File: src/rtl/jeff_tdm_demux8.sv
// Receive end of an 8:1 mux-based TDM link: counts slots locked to a frame
// sync and rebuilds each serial frame into a registered 8-bit word.
module jeff_tdm_demux8 #(
  parameter int NUM_SLOTS = 8,
  parameter bit INVERT_IN = 1'b0
) (
  input  logic       clk,
  input  logic       rst_n,
  input  logic       en,
  input  logic       sync,
  input  logic       din,
  output logic [7:0] q,
  output logic       valid,
  output logic [2:0] slot,
  output logic       locked,
  output logic       err
);

  localparam logic [2:0] LAST_SLOT = 3'(NUM_SLOTS - 1);

  typedef enum logic {
    HUNT = 1'b0,
    RUN  = 1'b1
  } state_t;

  state_t     state;
  state_t     state_nxt;
  logic [6:0] shadow;
  logic [6:0] shadow_nxt;
  logic [2:0] slot_nxt;
  logic [7:0] q_nxt;
  logic       valid_nxt;
  logic       err_nxt;
  logic       bit_in;

  // Undo the inversion of the mux's W output so bits always match Dk.
  function automatic logic cond_bit(input logic d);
    return d ^ INVERT_IN;
  endfunction

  assign bit_in = cond_bit(din);

  always_ff @(posedge clk or negedge rst_n) begin
    if (!rst_n) begin
      state <= HUNT;
    end else begin
      state <= state_nxt;
    end
  end

  always_comb begin
    state_nxt = state;
    if (en) begin
      case (state)
        HUNT:    if (sync) state_nxt = RUN;
        RUN:     if ((slot == 3'd0) && !sync) state_nxt = HUNT;
        default: state_nxt = HUNT;
      endcase
    end
  end

  // Slot steering: a sync anywhere but slot 0 restarts the frame at slot 1,
  // and a missing sync at slot 0 drops lock. Stale shadow bits left by a
  // discarded frame are always overwritten before the next capture.
  always_comb begin
    slot_nxt   = slot;
    shadow_nxt = shadow;
    q_nxt      = q;
    valid_nxt  = 1'b0;
    err_nxt    = 1'b0;
    if (en) begin
      case (state)
        HUNT: begin
          if (sync) begin
            shadow_nxt[0] = bit_in;
            slot_nxt      = 3'd1;
          end else begin
            slot_nxt = 3'd0;
          end
        end
        RUN: begin
          if (slot == 3'd0) begin
            if (sync) begin
              shadow_nxt[0] = bit_in;
              slot_nxt      = 3'd1;
            end else begin
              err_nxt  = 1'b1;
              slot_nxt = 3'd0;
            end
          end else if (sync) begin
            err_nxt       = 1'b1;
            shadow_nxt[0] = bit_in;
            slot_nxt      = 3'd1;
          end else if (slot == LAST_SLOT) begin
            q_nxt     = {bit_in, shadow};
            valid_nxt = 1'b1;
            slot_nxt  = 3'd0;
          end else begin
            shadow_nxt[slot] = bit_in;
            slot_nxt         = slot + 3'd1;
          end
        end
        default: slot_nxt = 3'd0;
      endcase
    end
  end

  assign locked = (state == RUN);

  always_ff @(posedge clk or negedge rst_n) begin
    if (!rst_n) begin
      slot   <= 3'd0;
      shadow <= 7'd0;
      q      <= 8'h00;
      valid  <= 1'b0;
      err    <= 1'b0;
    end else begin
      slot   <= slot_nxt;
      shadow <= shadow_nxt;
      q      <= q_nxt;
      valid  <= valid_nxt;
      err    <= err_nxt;
    end
  end

endmodule

File: config.mk
export PLATFORM = sky130hd
export DESIGN_NAME = jeff_tdm_demux8
export DESIGN_NICKNAME = d
export VERILOG_FILES = /design/src/rtl/jeff_tdm_demux8.sv
export SDC_FILE = /design/constraint.sdc
export NUM_CORES = 1
export LEC_CHECK = 0
export CORE_UTILIZATION = 40
export CTS_BUF_LIST = sky130_fd_sc_hd__clkbuf_8
export CTS_CLUSTER_SIZE = 30
export DETAILED_ROUTE_END_ITERATION = 10
export PLACE_DENSITY_LB_ADDON = 0.08
export SLEW_MARGIN = 20
export SYNTH_ARGS = -nofsm -noshare
export SYNTH_HDL_FRONTEND = slang
export SYNTH_SLANG_ARGS = --single-unit
File: constraint.sdc
create_clock -name clk -period 5.25 [get_ports clk]
set_input_delay 1.05 -clock clk [delete_from_list [all_inputs] [get_ports clk]]
set_output_delay 1.05 -clock clk [all_outputs]
set_load 0.05 [all_outputs]
# Word level (Yosys, flattened, before mapping)
# Cells that the tools add are included.
# word_totals
register_bits	21
input_bits	5
output_inout_bits	14
elab_cells	48
# op_classes
addsub	1
magnitude_cmp	2
n_eq_ne	2
n_mux	25
bitwise	4
reduce_logical	7
# ops
operator	n
$mux 1	17
$reduce_and 5->1	2
$mux 3	3
$bwmux 7	1
$pmux 3 s2	1
$lt 3x4->1 const B	1
$ne 4x4->1 const B	1
$not 1->1	4
$pmux 1 s2	2
$add 3x1->3 const B	1
$demux 1 s3	1
$eq 3x3->1 const B	1
$ge 3x1->1 const B	1
$logic_not 3->1	1
$logic_and 1x1->1	2
$reduce_and 2->1	1
$logic_not 1->1	1

# Logic depth before layout (Yosys ltp)
# logic_depth
ltp_word	9
mapped_depth	8

# Least setup slack after synthesis
# OpenSTA, ideal clock, no wires.
# synth_path
path_kind	register to register
startpoint	register slot[0]
endpoint	register q[0]
t_arrival_ps	2059
slack_ps	3067
path_stages_with_launch	7
n_path_buf	0
path_cell_list	dfrtp_1 > inv_1 > ha_1 > nand2b_1 > ha_1 > nand4_1 > mux2_2
# synth_between
elab_chain_cells	3
elab_cells_between_ends	4
# synth_lines
element	line_no	rtl
start, declared	14	output logic [2:0] slot,
start signal, assigned	118	slot <= slot_nxt;
$logic_not 3->1	82	if (slot == 3'd0) begin
$not 1->1 (no source line)	--	
$reduce_and 5->1 (no source line) *	--	
end signal, assigned	120	q <= q_nxt;
end, declared	12	output logic [7:0] q,
# Every way passes the cells marked *; elsewhere a longest branch is shown, timed or not.
# A chain may end at the register's enable or synchronous reset.

# Final worst setup path
# layout_path
startpoint	register state (netlist: locked)
endpoint	output port locked
# layout_lines
element	line_no	rtl
start, declared	26	state_t state;
start signal, assigned	47	state <= state_nxt;
end, declared	15	output logic locked,
# No word-level cell between the ends.

==> metrics.md <==
| Metric | Value |
|---|---|
| Status | completed |
| WP data arrival | ~1.7 ns |
| CP Max Fanout | 12 |
| Placed cell count | between 100 and 150 |
| GRT Total Usage | 0.161 |
| Non-Filler Instances | around 130 |
| Final min period | roughly 2.8 ns |
| Routed wire per std cell | between 10 and 15 µm |
| Max Cap Violations | 0 |
| Final hold violation count | 0 |
| R2r startpoint | slot[0] |
| Via-per-instance ratio | approximately 5.3 |
| Slew @ Worst Pin | between 0.9 and 1 ns |
| Max-slew violations | 0 |
| PwrDens | 465 mW/mm² |
| Yosys warns | 0 |
| Hold depth | 1 |
| Initial antenna violation count | 0 |
| Buf/Inv on CP | 1 |
| Core area | roughly 0.0023 mm² |
| CTS sink cnt | 21 |
| Distinct cells, synth | 25 |
| Critical Path RT | around 4.2 ns |
| Unrepaired setup endpoints after global routing | no |
| Synth top area cells | dfrtp_1 (54%), mux2_2 (15%), ha_1 (7.6%) |
| Share of layout cells above drive strength 1 | 0.188 |
| Cells on worst reg2reg path | 6 |
| Hold EP | shadow[6] |
| Final Skew | approximately 0.0015 ns |
| Antenna cells | 0 |
| Pwr Total | between 500 and 600 µW |
| Die Span Y | 51.6 µm |
| Leak | around 0.00057 µW |
| Clock tree buffer depth | 2 |
| Starting density of the core | 0.436 |
| Post-route ant nets | 0 |
| DRT Pass-1 Iters | 4 |
| R2R Path End | q[5] |
| Max stage delay on crit path | 0.87 ns |
| Root buffer cell | clkbuf_8 |
| Vias in the first global route | between 700 and 800 |
| 1st-iter DRT viols | 7 |
| CP endpoint kind | output port |
| Clock transition at path regs | around 0.07 ns |
| CTS tree | built |
| Startpoint Class | register |
| IO buf count | 18 |
| Ports | 19 |
| Fmax | 0.363 GHz |
| Syn-to-layout area delta | 25.7% |
| Critical path cell sequence | clkdlybuf4s50_1 |
| H-tree levels | 1 |
| CTS buffer count | 3 |
| Crit Path Category | reg -> out |
| GP Congestion | 0.841 |
| Hold Path Class | reg -> reg |
| Period utilization | 0.525 |
| Post-CTS Resized | 0 |
| Clock Latency Late Sink | 0.26 ns |
| Pin count of the biggest net entering global routing | 22 |
| Fill cell count | 220 |
| HPWL Detailed | between 1 and 1.5 mm |
| Crit. Startpoint | locked |
| CP top delay family | buffers and inverters |
| Top cell type's share of synthesized area | 0.535 |
| CP Depth | 1 |
| #FFs+latches synth | 21 |
| Register area share after synthesis | 0.535 |
| Drt total wl | 1.72 mm |
| Mean Syn Cell Area | between 10 and 15 µm² |
| Hold_sp | shadow[6] |
| Layout Nets | between 100 and 150 |
| Drt drc | 0 |
| Slowest-stage cell, CP | clkdlybuf4s50_1 |
| Dominant cell type by area after synthesis | dfrtp_1 |
| Synth Cell Area | approximately 980 µm² |
| Synth Net Count | 92 |
| Setup bufs post-CTS | 0 |
| FF-to-FF setup slack | 3.04 ns |
| Max-Slew Margin vs Limit | 0.393 |
| First-pass GRT wire length | between 3 and 4 mm |
| Vias | 685 |
| Rows | 17 |
| Max VDD drop | 272 µV |
| CTS Hold Bufs | 0 |
| Final TNS setup | 0 ns |
| Die width | around 52 µm |
| Overall die area | 0.00266 mm² |
| Gr ovfl total | 0 |
| # setup viols final | 0 |
| Cell count after synthesis | around 80 |
## through the flow
step	worst slack, ns	cell area [µm²]	utilization	hold slack [ns]
floorplan	3.07	982	-	0.460
global placement	2.31	1190	0.527	0.479
detailed placement	2.33	1190	0.527	0.484
CTS	2.51	1230	0.548	0.501
global route	2.45	1230	0.548	0.529
finish	2.50	1230	0.548	0.498
## power by group
part           internal [µW]  switching (µW)
clock                   52.8            51.0
combinational           89.8             140
sequential               208            33.1
total                    350             224
## state kept, by name, indices dropped and copies added, names as in the netlist
name / cells
shadow: 7
locked: 1
valid: 1
err: 1
slot: 3
q: 8
## cells by family (layout without fill, tap and decap cells)
kind of cell,Yosys count,count (layout),share of synthesized area
simple gates,20,20,0.122
fa+ha+maj,6,6,0.0764
flops,21,21,0.535
mux,14,14,0.161
buf+inv,8,28,0.0318
compound gates,12,12,0.0739
## synth_stat cells, drive strengths merged
cell type / number
mux2: 14
nor2: 2
or4: 1
o31a: 1
o31ai: 1
a21oi: 4
nand2: 3
ha: 6
nor4b: 2
inv: 6
o32ai: 1
nor3: 1
and3: 2
clkbuf: 1
o21ai: 3
nor4: 2
buf: 1
dfrtp: 21
nand3: 2
a31oi: 2
nand2b: 2
nand4: 3
## layout by cell type, fill, tap and decap left out, types with 2 or more instances in the layout
cell / n
nor2_1: 2
a21oi_1: 4
nor4b_1: 2
inv_1: 5
clkbuf_8: 3
nor4_1: 2
dfrtp_1: 21
nand4_1: 3
clkdlybuf4s50_1: 18
and3_1: 2
mux2_2: 13
nand2_1: 3
nand2b_1: 2
o21ai_0: 3
ha_1: 6
a31oi_1: 2
## how the worst max path moves through the flow
stage | end | slack [ns]
after floorplan | q[0] | 3.07
after global placement | shadow[6] | 2.31
after detailed placement | shadow[6] | 2.33
after CTS | locked | 2.51
after global routing | shadow[6] | 2.45
final | locked | 2.50
## per-layer routing
| layer | GRT usage | up-vias | wire length, µm | part of all wire |
|---|---|---|---|---|
| met3 | 0.0439 | 5 | 71 | 0.041 |
| met4 | 0.0811 | 0 | 31 | 0.018 |
| met1 | 0.200 | 330 | 819 | 0.48 |
| met2 | 0.258 | 14 | 797 | 0.46 |
| li1 | - | 336 | - | - |
| met5 | 0 | - | 0 | 0 |
## cell type report
class,instances,area [µm²],share of cell area
well taps,28,35.0,0.0284
flip-flops and latches,21,526,0.426
clock inverters,1,5.00,0.00405
inverters,6,22.5,0.0182
repair buffers,18,180,0.146
multi-input cells,52,425,0.344
clock buffers,3,41.3,0.0334
(Power assumes the default switching activity.)
